[src/rtl/mem_wb_if.sv]
// Data-memory request/response bus between the MEM/WB unit (master) and the data memory (slave).
interface mem_wb_if #(
    parameter int XLEN = 32
);
    logic            dmem_req;
    logic            dmem_we;
    logic [XLEN-1:0] dmem_addr;
    logic [3:0]      dmem_be;
    logic [XLEN-1:0] dmem_wdata;
    logic            dmem_ready;
    logic [XLEN-1:0] dmem_rdata;

    modport master (
        output dmem_req, dmem_we, dmem_addr, dmem_be, dmem_wdata,
        input  dmem_ready, dmem_rdata
    );

    modport slave (
        input  dmem_req, dmem_we, dmem_addr, dmem_be, dmem_wdata,
        output dmem_ready, dmem_rdata
    );
endinterface

[src/rtl/mem_wb_unit.sv]
// MEM/WB stage: data-memory access with lane handling, alignment/legality checks and timeout,
// followed by a registered register-file writeback.
module mem_wb_unit #(
    parameter int XLEN    = 32,
    parameter int TIMEOUT = 64
) (
    input  logic            clk,
    input  logic            rst,
    input  logic            in_valid,
    output logic            in_ready,
    input  logic            mem_read,
    input  logic            mem_write,
    input  logic [1:0]      mem_to_reg,
    input  logic            reg_write,
    input  logic [2:0]      funct3,
    input  logic [4:0]      rd,
    input  logic [XLEN-1:0] alu_result,
    input  logic [XLEN-1:0] rs2_data,
    input  logic [XLEN-1:0] pc_imm,
    input  logic [XLEN-1:0] pc_plus4,
    mem_wb_if.master        dmem,
    output logic            wb_en,
    output logic [4:0]      wb_rd,
    output logic [XLEN-1:0] wb_data,
    output logic            exc_misalign,
    output logic            exc_illegal,
    output logic            exc_bus
);
    localparam int CW = (TIMEOUT > 1) ? $clog2(TIMEOUT) : 1;
    localparam logic [CW-1:0] CNT_LAST = CW'(TIMEOUT - 1);

    typedef enum logic [0:0] {IDLE = 1'b0, MEM = 1'b1} state_t;

    state_t          state_r, state_s;
    logic [CW-1:0]   cnt_r, cnt_s;
    logic            in_ready_r, in_ready_s;
    logic            req_r, req_s, we_r, we_s;
    logic [XLEN-1:0] addr_r, addr_s, wdata_r, wdata_s;
    logic [3:0]      be_r, be_s;
    logic            is_load_r, is_load_s, ld_wen_r, ld_wen_s;
    logic [2:0]      ld_f3_r, ld_f3_s;
    logic [1:0]      ld_off_r, ld_off_s;
    logic [4:0]      ld_rd_r, ld_rd_s;
    logic            wb_en_r, wb_en_s;
    logic [4:0]      wb_rd_r, wb_rd_s;
    logic [XLEN-1:0] wb_data_r, wb_data_s;
    logic            exc_mis_r, exc_mis_s, exc_ill_r, exc_ill_s, exc_bus_r, exc_bus_s;

    function automatic logic f3_legal(input logic is_store, input logic [2:0] f3);
        logic ok;
        case (f3)
            3'b000, 3'b001, 3'b010: ok = 1'b1;
            3'b100, 3'b101:         ok = !is_store;
            default:                ok = 1'b0;
        endcase
        return ok;
    endfunction

    function automatic logic misaligned(input logic [1:0] size, input logic [1:0] off);
        logic bad;
        case (size)
            2'b01:   bad = off[0];
            2'b10:   bad = (off != 2'b00);
            default: bad = 1'b0;
        endcase
        return bad;
    endfunction

    function automatic logic [3:0] lane_be(input logic [1:0] size, input logic [1:0] off);
        logic [3:0] be;
        case (size)
            2'b00:   be = 4'b0001 << off;
            2'b01:   be = off[1] ? 4'b1100 : 4'b0011;
            default: be = 4'b1111;
        endcase
        return be;
    endfunction

    function automatic logic [XLEN-1:0] lane_wdata(input logic [1:0] size, input logic [XLEN-1:0] d);
        logic [XLEN-1:0] w;
        case (size)
            2'b00:   w = {4{d[7:0]}};
            2'b01:   w = {2{d[15:0]}};
            default: w = d;
        endcase
        return w;
    endfunction

    function automatic logic [XLEN-1:0] load_extract(input logic [2:0] f3, input logic [1:0] off,
                                                     input logic [XLEN-1:0] d);
        logic [7:0]      b;
        logic [15:0]     h;
        logic [XLEN-1:0] v;
        case (off)
            2'b00:   b = d[7:0];
            2'b01:   b = d[15:8];
            2'b10:   b = d[23:16];
            default: b = d[31:24];
        endcase
        h = off[1] ? d[31:16] : d[15:0];
        case (f3)
            3'b000:  v = {{24{b[7]}}, b};
            3'b001:  v = {{16{h[15]}}, h};
            3'b100:  v = {24'h000000, b};
            3'b101:  v = {16'h0000, h};
            default: v = d;
        endcase
        return v;
    endfunction

    // Next-state, memory-bus and writeback/exception decisions.
    always_comb begin
        state_s   = state_r;
        cnt_s     = cnt_r;
        req_s     = req_r;
        we_s      = we_r;
        addr_s    = addr_r;
        be_s      = be_r;
        wdata_s   = wdata_r;
        is_load_s = is_load_r;
        ld_wen_s  = ld_wen_r;
        ld_f3_s   = ld_f3_r;
        ld_off_s  = ld_off_r;
        ld_rd_s   = ld_rd_r;
        wb_en_s   = 1'b0;
        wb_rd_s   = wb_rd_r;
        wb_data_s = wb_data_r;
        exc_mis_s = 1'b0;
        exc_ill_s = 1'b0;
        exc_bus_s = 1'b0;
        case (state_r)
            IDLE: begin
                if (in_valid) begin
                    if (!mem_read && !mem_write) begin
                        wb_en_s = reg_write && (rd != 5'd0);
                        if (wb_en_s) begin
                            wb_rd_s = rd;
                            case (mem_to_reg)
                                2'b00:   wb_data_s = alu_result;
                                2'b10:   wb_data_s = pc_imm;
                                2'b11:   wb_data_s = pc_plus4;
                                default: wb_data_s = '0;
                            endcase
                        end else begin
                            wb_rd_s = wb_rd_r;
                        end
                    end else if (mem_read && mem_write) begin
                        exc_ill_s = 1'b1;
                    end else if (!f3_legal(mem_write, funct3)) begin
                        exc_ill_s = 1'b1;
                    end else if (misaligned(funct3[1:0], alu_result[1:0])) begin
                        exc_mis_s = 1'b1;
                    end else begin
                        state_s   = MEM;
                        cnt_s     = '0;
                        req_s     = 1'b1;
                        we_s      = mem_write;
                        addr_s    = {alu_result[XLEN-1:2], 2'b00};
                        be_s      = lane_be(funct3[1:0], alu_result[1:0]);
                        wdata_s   = lane_wdata(funct3[1:0], rs2_data);
                        is_load_s = mem_read;
                        ld_wen_s  = reg_write && (rd != 5'd0);
                        ld_f3_s   = funct3;
                        ld_off_s  = alu_result[1:0];
                        ld_rd_s   = rd;
                    end
                end else begin
                    state_s = IDLE;
                end
            end
            MEM: begin
                // A ready on the final count still completes normally.
                if (dmem.dmem_ready) begin
                    state_s = IDLE;
                    req_s   = 1'b0;
                    if (is_load_r && ld_wen_r) begin
                        wb_en_s   = 1'b1;
                        wb_rd_s   = ld_rd_r;
                        wb_data_s = load_extract(ld_f3_r, ld_off_r, dmem.dmem_rdata);
                    end else begin
                        wb_en_s = 1'b0;
                    end
                end else if (cnt_r == CNT_LAST) begin
                    state_s   = IDLE;
                    req_s     = 1'b0;
                    exc_bus_s = 1'b1;
                end else begin
                    cnt_s = cnt_r + {{(CW-1){1'b0}}, 1'b1};
                end
            end
            default: begin
                state_s = IDLE;
                req_s   = 1'b0;
            end
        endcase
        in_ready_s = (state_s == IDLE);
    end

    // State and output registers with synchronous reset.
    always_ff @(posedge clk) begin
        if (rst) begin
            state_r    <= IDLE;
            cnt_r      <= '0;
            in_ready_r <= 1'b1;
            req_r      <= 1'b0;
            we_r       <= 1'b0;
            addr_r     <= '0;
            be_r       <= 4'b0000;
            wdata_r    <= '0;
            is_load_r  <= 1'b0;
            ld_wen_r   <= 1'b0;
            ld_f3_r    <= 3'b000;
            ld_off_r   <= 2'b00;
            ld_rd_r    <= 5'd0;
            wb_en_r    <= 1'b0;
            wb_rd_r    <= 5'd0;
            wb_data_r  <= '0;
            exc_mis_r  <= 1'b0;
            exc_ill_r  <= 1'b0;
            exc_bus_r  <= 1'b0;
        end else begin
            state_r    <= state_s;
            cnt_r      <= cnt_s;
            in_ready_r <= in_ready_s;
            req_r      <= req_s;
            we_r       <= we_s;
            addr_r     <= addr_s;
            be_r       <= be_s;
            wdata_r    <= wdata_s;
            is_load_r  <= is_load_s;
            ld_wen_r   <= ld_wen_s;
            ld_f3_r    <= ld_f3_s;
            ld_off_r   <= ld_off_s;
            ld_rd_r    <= ld_rd_s;
            wb_en_r    <= wb_en_s;
            wb_rd_r    <= wb_rd_s;
            wb_data_r  <= wb_data_s;
            exc_mis_r  <= exc_mis_s;
            exc_ill_r  <= exc_ill_s;
            exc_bus_r  <= exc_bus_s;
        end
    end

    assign in_ready        = in_ready_r;
    assign dmem.dmem_req   = req_r;
    assign dmem.dmem_we    = we_r;
    assign dmem.dmem_addr  = addr_r;
    assign dmem.dmem_be    = be_r;
    assign dmem.dmem_wdata = wdata_r;
    assign wb_en           = wb_en_r;
    assign wb_rd           = wb_rd_r;
    assign wb_data         = wb_data_r;
    assign exc_misalign    = exc_mis_r;
    assign exc_illegal     = exc_ill_r;
    assign exc_bus         = exc_bus_r;
endmodule

[src/flat_wrapper.sv]
// flat-port wrapper written by rule: the top's interface ports become plain ports
module mem_wb_unit_flat 
#(
    parameter int XLEN    = 32,
    parameter int TIMEOUT = 64
)
  (clk, rst, in_valid, in_ready, mem_read, mem_write, mem_to_reg, reg_write, funct3, rd, alu_result, rs2_data, pc_imm, pc_plus4, wb_en, wb_rd, wb_data, exc_misalign, exc_illegal, exc_bus, dmem_dmem_req, dmem_dmem_we, dmem_dmem_addr, dmem_dmem_be, dmem_dmem_wdata, dmem_dmem_ready, dmem_dmem_rdata);
  mem_wb_if #(.XLEN(XLEN)) dmem_i ();
  input  logic clk;
  input  logic rst;
  input  logic in_valid;
  output logic in_ready;
  input  logic mem_read;
  input  logic mem_write;
  input  logic [1:0] mem_to_reg;
  input  logic reg_write;
  input  logic [2:0] funct3;
  input  logic [4:0] rd;
  input  logic [XLEN-1:0] alu_result;
  input  logic [XLEN-1:0] rs2_data;
  input  logic [XLEN-1:0] pc_imm;
  input  logic [XLEN-1:0] pc_plus4;
  output logic wb_en;
  output logic [4:0] wb_rd;
  output logic [XLEN-1:0] wb_data;
  output logic exc_misalign;
  output logic exc_illegal;
  output logic exc_bus;
  output wire logic [$bits(dmem_i.dmem_req)-1:0] dmem_dmem_req;
  output wire logic [$bits(dmem_i.dmem_we)-1:0] dmem_dmem_we;
  output wire logic [$bits(dmem_i.dmem_addr)-1:0] dmem_dmem_addr;
  output wire logic [$bits(dmem_i.dmem_be)-1:0] dmem_dmem_be;
  output wire logic [$bits(dmem_i.dmem_wdata)-1:0] dmem_dmem_wdata;
  input wire logic [$bits(dmem_i.dmem_ready)-1:0] dmem_dmem_ready;
  input wire logic [$bits(dmem_i.dmem_rdata)-1:0] dmem_dmem_rdata;
  assign dmem_dmem_req = dmem_i.dmem_req;
  assign dmem_dmem_we = dmem_i.dmem_we;
  assign dmem_dmem_addr = dmem_i.dmem_addr;
  assign dmem_dmem_be = dmem_i.dmem_be;
  assign dmem_dmem_wdata = dmem_i.dmem_wdata;
  assign dmem_i.dmem_ready = dmem_dmem_ready;
  assign dmem_i.dmem_rdata = dmem_dmem_rdata;
  mem_wb_unit #(.XLEN(XLEN), .TIMEOUT(TIMEOUT)) u_core (.clk(clk), .rst(rst), .in_valid(in_valid), .in_ready(in_ready), .mem_read(mem_read), .mem_write(mem_write), .mem_to_reg(mem_to_reg), .reg_write(reg_write), .funct3(funct3), .rd(rd), .alu_result(alu_result), .rs2_data(rs2_data), .pc_imm(pc_imm), .pc_plus4(pc_plus4), .dmem(dmem_i), .wb_en(wb_en), .wb_rd(wb_rd), .wb_data(wb_data), .exc_misalign(exc_misalign), .exc_illegal(exc_illegal), .exc_bus(exc_bus));
endmodule
[config.mk]
export PLATFORM = sky130hd
export DESIGN_NAME = mem_wb_unit_flat
export DESIGN_NICKNAME = d
export VERILOG_FILES = /design/src/rtl/mem_wb_if.sv /design/src/rtl/mem_wb_unit.sv /design/src/flat_wrapper.sv
export SDC_FILE = /design/constraint.sdc
export NUM_CORES = 1
export LEC_CHECK = 0
export BUFFER_PORTS_ARGS = -buffer_cell sky130_fd_sc_hd__clkbuf_2
export CELL_PAD_IN_SITES_DETAIL_PLACEMENT = 0
export CELL_PAD_IN_SITES_GLOBAL_PLACEMENT = 1
export CORE_MARGIN = 3
export CORE_UTILIZATION = 25
export CTS_BUF_LIST = sky130_fd_sc_hd__clkbuf_8 sky130_fd_sc_hd__clkbuf_16
export CTS_CLUSTER_SIZE = 40
export DETAILED_ROUTE_END_ITERATION = 12
export GPL_TIMING_DRIVEN = 0
export PLACE_DENSITY_LB_ADDON = 0.1
export RECOVER_POWER = 100
export SYNTH_ARGS = -nofsm -noshare
export SYNTH_HDL_FRONTEND = slang
export SYNTH_SLANG_ARGS = --single-unit
[constraint.sdc]
create_clock -name clk -period 2.2 [get_ports clk]
set_input_delay 0.22 -clock clk [delete_from_list [all_inputs] [get_ports clk]]
set_output_delay 0.22 -clock clk [all_outputs]
set_load 0.02 [all_outputs]
==> impl_metrics.json, run 1 <==
{
  "status": "finished clean",
  "groute.usage.overall_pct": 21.3,
  "die_area_mm2": 0.0321,
  "crit_slowest_cell": "nor3_1",
  "cts-htree-levels": 4,
  "drive_above_1_share_pct": 29.4,
  "fmax_ghz": 0.482,
  "hold_end": "u_core.dmem.dmem_wdata[30]",
  "synth_top_area_share_pct": 34.4,
  "final_area_mm2": 0.00985,
  "post-route-period-util_pct": 94.3,
  "path_class": "primary input to flip-flop",
  "finalCoreUtilization_pct": 33.8,
  "insertion_delay_ns": 0.42,
  "nets": 1316,
  "routabilityCongestion": 0.806,
  "grt_pass1_vias": 8158,
  "start_kind": "primary input",
  "final-seq-area_mm2": 0.00258,
  "worst_hold_path_type": "primary input to flip-flop",
  "cap_violations": 0,
  "setup_ws_ns": 0.125,
  "wl_per_cell_um": 23.2,
  "die_h_um": 179,
  "path_clk_slew_ns": 0.07,
  "synth_ff_type": "dfxtp_1",
  "grt_pass1_wl_mm": 50.8,
  "holdCritStartpoint": "rs2_data[30]",
  "drc": 0,
  "whs_path_depth": 3,
  "start_util_pct": 25.7,
  "io_pins": 289,
  "rr_endpoint": "u_core.wb_data[4]",
  "grt_max_degree": 20,
  "yosysWarnings": 0,
  "place_ws_ns": -0.791,
  "cts_buffers": 17,
  "cp-end-kind": "flip-flop",
  "multi_input_area_mm2": 0.00426,
  "vias": 8172,
  "setup_tns_ns": 0,
  "ys_ff_latch": 129,
  "grt_overflow": 0,
  "syn_area_per_cell_um2": 9.05,
  "yosysUniqueCellTypes": 69,
  "drt_first_pass_iters": 5,
  "tightest_slew_ns": 0.799,
  "ys_seq_area_share_pct": 34.4,
  "r2r_start": "u_core.ld_off_r[0]",
  "critPathLaunch": "funct3[1]",
  "p_total_mw": 7.08,
  "path_common_cell": "clkbuf_4",
  "setup_viol": 0,
  "slew_viol_final": 0,
  "rsz0062_at_grt": "false",
  "netlist_instances": 829,
  "relSlewSlack_pct": 46.8,
  "final.fill_count": 3216,
  "r2r_slack_ns": 0.15,
  "hold_viol_final": 0,
  "async_flop_share_pct": 0,
  "routed_via_density": 5.34,
  "antenna_found_initial": 2,
  "irDropWorstVdd_v": 0.000507,
  "synth_area_leaders": "dfxtp_1 34%, mux2_2 6.0%, o31ai_1 5.1%",
  "p_leak_nw": 3.63,
  "dp_hpwl_mm": 28.2,
  "cts_hold_buf": 0,
  "worstPathRequired_ns": 2.51,
  "crit_arrival_ns": 2.39,
  "cts_sinks": 129,
  "coreArea_mm2": 0.0292,
  "clock_path_buffers": 2,
  "layout_min_cycle_time_ns": 2.08,
  "syn_to_final_growth_pct": 31.3,
  "yosysTopAreaCell": "dfxtp_1",
  "final.setup_skew_ns": 0.00666,
  "drtIter0Drc": 511,
  "critPathMaxStageDelay_ns": 0.31,
  "fp-row-count": 62,
  "antenna_left": 0,
  "path_cells": "clkbuf_2 -> clkinv_2 -> ha_1 -> buf_2 -> nor3_1 -> o22a_1 -> clkbuf_4 -> clkbuf_4 -> o31ai_1 -> a21oi_1",
  "fp.dieW_um": 179,
  "syn-cell-area_mm2": 0.00750,
  "rr_worst_depth": 6,
  "numPortBuffers": 283,
  "dpl_cell_area_mm2": 0.00940,
  "root_buffer": "clkbuf_16",
  "crit_fanout": 10,
  "cts_tree": "yes",
  "powerDensity_mw_per_mm2": 719,
  "finalWirelength_mm": 35.5,
  "synth_edf_count": 0
}
area by class of cell:
class / instances / share of cell area, %
Inverter: 16 / 0.623
Multi-Input combinational cell: 577 / 43.3
Tap cell: 384 / 4.88
Clock inverter: 13 / 1.87
Sequential cell: 129 / 26.2
Antenna cell: 1 / 0.0254
Timing Repair Buffer: 285 / 13.1
Buffer: 107 / 5.36
Clock buffer: 19 / 4.60
registers in the layout (all words and copies together), names as in the netlist, 2 cells and up:
name                    cells
u_core.wb_data             32
u_core.dmem.dmem_addr      30
u_core.cnt_r                6
u_core.dmem.dmem_be         4
u_core.dmem.dmem_wdata     32
u_core.wb_rd                5
u_core.ld_rd_r              5
u_core.ld_off_r             2
u_core.ld_f3_r              3
through the flow:
step	hold slack [ns]	instances
finish	0.0420	1531
CTS	0.0223	1528
global route	0.0450	1530
floorplan	0.370	830
detailed placement	0.465	1497
global placement	0.457	1497
per-layer routing:
metal  vias to the layer above  track usage, %  part of all wire [%]
met4                         4            6.54                   2.6
met3                        42            4.89                   7.5
li1                       3883               -                     -
met5                         -               0                 0.059
met2                       322            35.0                    47
met1                      3921            27.6                    43
cell usage in the layout, fill, tap and decap left out, types with 11 or more instances in the layout:
cell type  Yosys  final
a21o_1        17     18
nand2_1       47     47
a221oi_1      25     25
nor3_2        20     13
nor2b_1       11     11
clkbuf_2       0    186
buf_2         28     16
a21oi_1       55     55
o21ai_0       12     12
inv_1         15     16
mux2_2        40     40
a22oi_1       15     15
nor3_1        11     18
a311oi_1      39     42
clkbuf_16      0     17
a31oi_1       36     36
dfxtp_1      129    129
o31ai_1       51     50
clkbuf_1      67    172
nand4_1       52     52
worst max-delay path, delay by kind of cell:
family / cells / cell delay [ns]
AOI/OAI and AO/OA: 3 / 0.64
adders and majority gates: 1 / 0.23
buffers and inverters: 5 / 0.97
and+or+nand+nor: 1 / 0.31
worst max path at each step:
stage,to,depth (start not counted)
floorplan,u_core.dmem.dmem_wdata[23],8
global placement,u_core.dmem.dmem_addr[8],9
detailed placement,u_core.dmem.dmem_addr[8],9
CTS,u_core.dmem.dmem_addr[8],7
global route,u_core.ld_f3_r[0],10
finish,u_core.ld_f3_r[0],10
cell families (layout without fill, tap and decap cells):
family          after synthesis  after routing  synth area share, %
compound gates              315            315                 32.8
xor+xnor                      4              4                0.467
fa+ha+maj                     6              6                 1.00
buf+inv                     124            440                 7.68
flops                       129            129                 34.4
mux                          47             47                 6.94
other cells                   1              3               0.0500
simple gates                203            203                 16.6
synthesized netlist by cell type, drive strengths merged (3+ instances only):
cell type and number:
nor3 32, and4 3, buf 41, o22a 8, nor2b 11, or2 8
nand3 9, nand2 48, dfxtp 129, ha 6, o221a 8, xor2 3
nor2 9, a22oi 15, o221ai 7, or4 3, nand2b 11, o31ai 51
a31oi 36, mux2i 7, a21boi 7, a221oi 25, o21ai 13, a21o 18
a21oi 55, a311oi 49, a211oi 7, inv 15, and3b 8, mux2 40
nand4 52, clkbuf 67
timing repair:
item,CTS,global route
buffers inserted,0,2
setup endpoints to repair,59,48
pin swaps,1,1
gates resized for setup,5,10
report_power, final:
group / internal, mW / leakage (nW) / switching [mW]
logic: 0.510 / 2.28 / 0.936
clock network: 1.96 / 0.311 / 1.17
registers: 2.44 / 1.05 / 0.0662
total: 4.91 / 3.63 / 2.17
(Power assumes the default switching activity.)
==> inputs of run 2 (changes only) <==
- CORE_ASPECT_RATIO: default -> 1.1
==> run 2 against run 1 <==
  * Count of clock-buffer cells in the layout stayed put
  * Flip-flop and latch count stayed put
  * Via count hardly changed
  * Combinational power hardly changed
  * Wire length is 2.2% higher
  * Register-to-register slack better by 0.02 ns
  * Fmax is 2.2% higher
  * Utilization is 0.057 points higher
  * Final cell count is 1.1% lower
  * Global-route usage is 0.49 points higher
  * Power is 1.3% higher
  * Cell area hardly changed
  * Largest cell class unchanged
==> impl_metrics.json, run 2 (same netlist as run 1, synthesis figures left out) <==
{
  "status": "finished clean",
  "grt_max_degree": 17,
  "wl_per_cell_um": 23.9,
  "insertion_delay_ns": 0.43,
  "path_cells": "buf_2 -> and4_1 -> buf_2 -> clkbuf_2 -> nor3_1 -> a311oi_2",
  "numPortBuffers": 283,
  "path_class": "flip-flop to flip-flop",
  "critPathMaxStageDelay_ns": 0.40,
  "coreArea_mm2": 0.0291,
  "fin_cells": 1514,
  "p_sw_share_pct": 31.3,
  "root_buffer": "clkbuf_16",
  "cap_violations": 0,
  "p_switching_mw": 2.25,
  "drt_first_pass_iters": 6,
  "cp.buffers_inverters": 3,
  "slew_viol_final": 0,
  "antenna_cells": 0,
  "worst_hold_path_type": "primary input to flip-flop",
  "antenna_found_initial": 0,
  "layout_common_cells": "189 x clkbuf_2, 169 x clkbuf_1, 129 x dfxtp_1, 55 x a21oi_1, 52 x nand4_1",
  "drive_above_1_share_pct": 29.8,
  "io_pins": 289,
  "pwr-share-seq_pct": 34.8,
  "drtIter0Drc": 499,
  "vias": 8166,
  "tightest_slew_ns": 0.898,
  "routabilityCongestion": 0.838,
  "setup_viol": 0,
  "grt_overflow": 0,
  "path_common_cell": "buf_2",
  "groute.usage.overall_pct": 21.7,
  "worstPathRequired_ns": 2.54,
  "grt_pass1_vias": 8205,
  "cp-end-kind": "flip-flop",
  "grt_pass1_wl_mm": 52.8,
  "rsz0062_at_grt": "false",
  "powerDensity_mw_per_mm2": 729,
  "relSlewSlack_pct": 40.1,
  "p_leak_nw": 3.65,
  "r2r_start": "u_core.state_r",
  "drc": 0,
  "p_int_mw": 4.93,
  "fp.dieW_um": 171,
  "post-route-period-util_pct": 92.3,
  "syn_to_final_growth_pct": 31.3,
  "holdCritStartpoint": "rs2_data[23]",
  "die_h_um": 188,
  "finalCoreUtilization_pct": 33.8,
  "mostFrequentLayoutCell": "clkbuf_2",
  "fp-row-count": 65,
  "routed_via_density": 5.39,
  "cts_hold_buf": 0,
  "nets": 1316,
  "r2r_slack_ns": 0.17,
  "die_area_mm2": 0.0321,
  "hold_viol_final": 0,
  "clock_path_buffers": 2,
  "finalWirelength_mm": 36.2,
  "dp_hpwl_mm": 28.6,
  "rr_worst_depth": 6,
  "path_delay_family": "buffers and inverters",
  "crit_slowest_cell": "dfxtp_1",
  "cts_sinks": 129,
  "antenna_left": 0,
  "crit_fanout": 10,
  "layout_min_cycle_time_ns": 2.03,
  "rr_endpoint": "u_core.wb_data[19]",
  "fmax_ghz": 0.492,
  "final.setup_skew_ns": 0.0135,
  "clockPowerShare_pct": 44.7,
  "crit_arrival_ns": 2.37,
  "cts_buffers": 17,
  "start_util_pct": 25.8,
  "hold_end": "u_core.dmem.dmem_wdata[23]",
  "cts-htree-levels": 4,
  "whs_path_depth": 3,
  "start_kind": "flip-flop",
  "path_clk_slew_ns": 0.07,
  "cts_tree": "yes",
  "p_comb_share_pct": 20.5,
  "irDropWorstVdd_v": 0.000398,
  "place_inst": 1481
}
==> run 2: cell count changes in the layout (fill, tap and decap cells not counted), moves of 2 or more <==
| cell | previous run | this run |
|---|---|---|
| buf_2 | 16 | 18 |
| clkbuf_1 | 172 | 169 |
| clkbuf_2 | 186 | 189 |
| clkinv_2 | 3 | 1 |
| inv_6 | 2 | 6 |
| nor3_1 | 18 | 24 |
| nor3_2 | 13 | 8 |
==> run 2: repair_timing <==
| action | in CTS | in global routing |
|---|---|---|
| buffers inserted | 2 | 0 |
| endpoints found under the hold margin | 0 | 0 |
| pin swaps | 1 | 0 |
| endpoints found under the setup margin | 85 | 45 |
| resized for setup | 4 | 22 |
| cloned | 0 | 0 |
==> run 2: how the worst max path moves through the flow <==
| stage | cells past startpoint | slack (ns) | endpoint | from |
|---|---|---|---|---|
| 2_1_floorplan | 8 | 0.22 | u_core.dmem.dmem_wdata[23] | funct3[1] |
| 3_5_place_dp | 9 | -0.86 | u_core.dmem.dmem_addr[9] | funct3[1] |
| 4_1_cts | 6 | 0.10 | u_core.dmem.dmem_wdata[20] | u_core.state_r |
| 6_report | 6 | 0.17 | u_core.wb_data[19] | u_core.state_r |
| 3_3_place_gp | 9 | -0.82 | u_core.dmem.dmem_addr[9] | funct3[1] |
| 5_1_grt | 9 | 0.005 | u_core.dmem.dmem_addr[5] | funct3[1] |
==> run 2: layout make-up <==
| type | instances | area, µm² |
|---|---|---|
| fillers | 3235 | 19300 |
| multi-input cells | 577 | 4270 |
| flip-flops and latches | 129 | 2580 |
| repair buffers | 285 | 1290 |
| plain buffers | 107 | 531 |
| well taps | 368 | 460 |
| clock buffers | 19 | 453 |
| clock inverters | 13 | 196 |
| inverters | 16 | 61.3 |
==> run 2: stage by stage <==
| step | setup slack (ns) | instance area, µm² | total power, mW | setup TNS, ns | hold WS, ns |
|---|---|---|---|---|---|
| CTS | 0.104 | 10000 | 7.26 | 0 | 0.0207 |
| detailed placement | -0.864 | 9380 | 4.04 | -52.81 | 0.461 |
| floorplan | 0.223 | 7500 | 3.40 | 0 | 0.370 |
| global route | 0.00535 | 9840 | 7.48 | 0 | 0.0432 |
| finish | 0.169 | 9840 | 7.18 | 0 | 0.0365 |
| global placement | -0.820 | 9380 | 4.04 | -49.06 | 0.457 |
==> run 2: power by group through the flow <==
stage               logic (mW)  registers, mW  clock network, mW
global route              1.59           2.51               3.38
CTS                       1.50           2.50               3.26
floorplan                0.749           2.65                  0
detailed placement        1.49           2.55                  0
finish                    1.47           2.50               3.21
global placement          1.49           2.55                  0
==> run 2: routing by layer <==
layer,track usage (%),routed length [µm]
met2,37.3,17900
met3,4.41,2260
met1,27.8,15500
met5,0,0
met4,5.33,612
==> run 2: worst register-to-register path: cells and delay by family (launching register included) <==
family,cells,cell delay (ns)
buffers and inverters,3,0.91
AOI/OAI and AO/OA,1,0.23
and+or+nand+nor,2,0.41
DFF,1,0.40
==> inputs of run 3 (changes only) <==
- CELL_PAD_IN_SITES_DETAIL_PLACEMENT: 0 -> 1
- CORE_MARGIN: 3 -> 5
==> run 3 against run 2 <==
  * Clock power shrank 12%
  * Global-route usage increased by 0.16 points
  * Register-to-register slack lost 0.05 ns
  * Worst setup slack lost 0.055 ns
  * Power is 5.0% lower
  * Combinational power about the same
  * First-iteration DRC count shrank 13%
  * Utilization is 0.69 points lower
  * Largest power group unchanged
==> impl_metrics.json, run 3 (same netlist as run 1, synthesis figures left out) <==
{
  "status": "finished clean",
  "groute.usage.overall_pct": 21.9,
  "holdCritStartpoint": "rs2_data[24]",
  "path_common_cell": "clkbuf_2",
  "place_inst": 1487,
  "setup_tns_ns": 0,
  "final.setup_skew_ns": 0.00741,
  "cts_buffers": 17,
  "path_clk_slew_ns": 0.06,
  "fin_cells": 1520,
  "crit_fanout": 10,
  "cts-htree-levels": 4,
  "r2r_start": "u_core.state_r",
  "dp_hpwl_mm": 29.6,
  "path_class": "flip-flop to flip-flop",
  "path_cells": "nor2b_1 -> and2_1 -> buf_2 -> clkbuf_2 -> clkbuf_2 -> nand4_1 -> a21oi_1",
  "routed_via_density": 5.33,
  "insertion_delay_ns": 0.43,
  "grt_max_degree": 17,
  "drc": 0,
  "path_delay_family": "buffers and inverters",
  "p_total_mw": 6.82,
  "syn_to_final_growth_pct": 30.6,
  "crit_arrival_ns": 2.44,
  "place_ws_ns": -0.944,
  "io_pins": 289,
  "drive_above_1_share_pct": 29.8,
  "layout_min_cycle_time_ns": 2.09,
  "mostFrequentLayoutCell": "clkbuf_2",
  "coreArea_mm2": 0.0296,
  "die_h_um": 192,
  "cts_sinks": 129,
  "worst_hold_path_type": "primary input to flip-flop",
  "vias": 8103,
  "drtIter0Drc": 434,
  "tightest_slew_ns": 0.917,
  "hold_viol_final": 0,
  "fp-row-count": 66,
  "antenna_cells": 0,
  "crit_slowest_cell": "dfxtp_1",
  "powerDensity_mw_per_mm2": 697,
  "finalWirelength_mm": 37.4,
  "root_buffer": "clkbuf_16",
  "critPathMaxStageDelay_ns": 0.35,
  "slew_viol_final": 0,
  "finalCoreUtilization_pct": 33.1,
  "wl_per_cell_um": 24.6,
  "start_kind": "flip-flop",
  "worstPathRequired_ns": 2.55,
  "layout_common_cells": "182 x clkbuf_2, 170 x clkbuf_1, 129 x dfxtp_1, 55 x a21oi_1, 52 x nand4_1",
  "start_util_pct": 25.4,
  "p_leak_nw": 3.62,
  "clock_path_buffers": 2,
  "critPathLaunch": "u_core.state_r",
  "irDropWorstVdd_v": 0.000514,
  "relSlewSlack_pct": 38.9,
  "cts_tree": "yes",
  "antenna_left": 0,
  "numPortBuffers": 283,
  "cp.buffers_inverters": 3,
  "die_area_mm2": 0.0336,
  "fmax_ghz": 0.479,
  "nets": 1316,
  "final_area_mm2": 0.00979,
  "setup_viol": 0,
  "dpl_cell_area_mm2": 0.00939,
  "fp.dieW_um": 175,
  "cap_violations": 0,
  "grt_pass1_vias": 8771,
  "grt_pass1_wl_mm": 55.5,
  "fin_hold_ws_ns": 0.0307,
  "grt_overflow": 0,
  "routabilityCongestion": 0.812,
  "cp-end-kind": "flip-flop",
  "setup_ws_ns": 0.114,
  "post-route-period-util_pct": 94.8,
  "antenna_found_initial": 0,
  "cts_hold_buf": 0,
  "drt_first_pass_iters": 5
}
-- run 3: cell types whose count changed in the layout (fill, tap and decap cells not counted), sizes merged --
| cell | delta |
|---|---|
| clkbuf | -9 |
| inv | -2 |
| clkinv | +5 |
| buf | +7 |
| clkinvlp | +1 |
| bufinv | -2 |
-- run 3: path summary, 6_finish.rpt --
| path | slack [ns] | depth (start not counted) | to |
|---|---|---|---|
| hold reg to reg | 0.47 | 2 | u_core.ld_rd_r[1] |
| setup reg to reg | 0.11 | 7 | u_core.dmem.dmem_addr[19] |
| setup / recovery | 0.11 | 7 | u_core.dmem.dmem_addr[19] |
| hold / removal | 0.03 | 3 | u_core.dmem.dmem_wdata[24] |
-- run 3: layout make-up --
class | instances | area, µm²
buffer | 108 | 532
tap | 374 | 468
clock inverter | 15 | 145
inverter | 16 | 61.3
multi-input combinational | 577 | 4300
clock buffer | 17 | 425
fill | 3640 | 19800
timing repair buffer | 284 | 1280
sequential | 129 | 2580
-- run 3: metal layers --
layer  wire length [µm]  track usage (%)  up-vias
li1                   -                -     3861
met1              16000             27.0     3949
met2              18600             38.3      257
met3               2090             5.16       36
met4                765             5.92        0
met5                  0                0        -
-- run 3: timing repair --
item,in CTS,in global routing
setup endpoints to repair,87,19
buffers inserted,1,0
endpoints found under the hold margin,0,0
gates resized for setup,7,9
pin swaps,1,0
-- run 3: tightest hold or removal path: stages --
cell	delay (ns)
clkbuf_2	0.08
nand2_1	0.04
a311oi_1	0.07
-- run 3: report_power, final --
part	total, mW	internal [mW]	switching (mW)
combinational	1.48	0.513	0.966
sequential	2.50	2.44	0.0641
clock	2.84	1.66	1.18
total	6.82	4.61	2.21
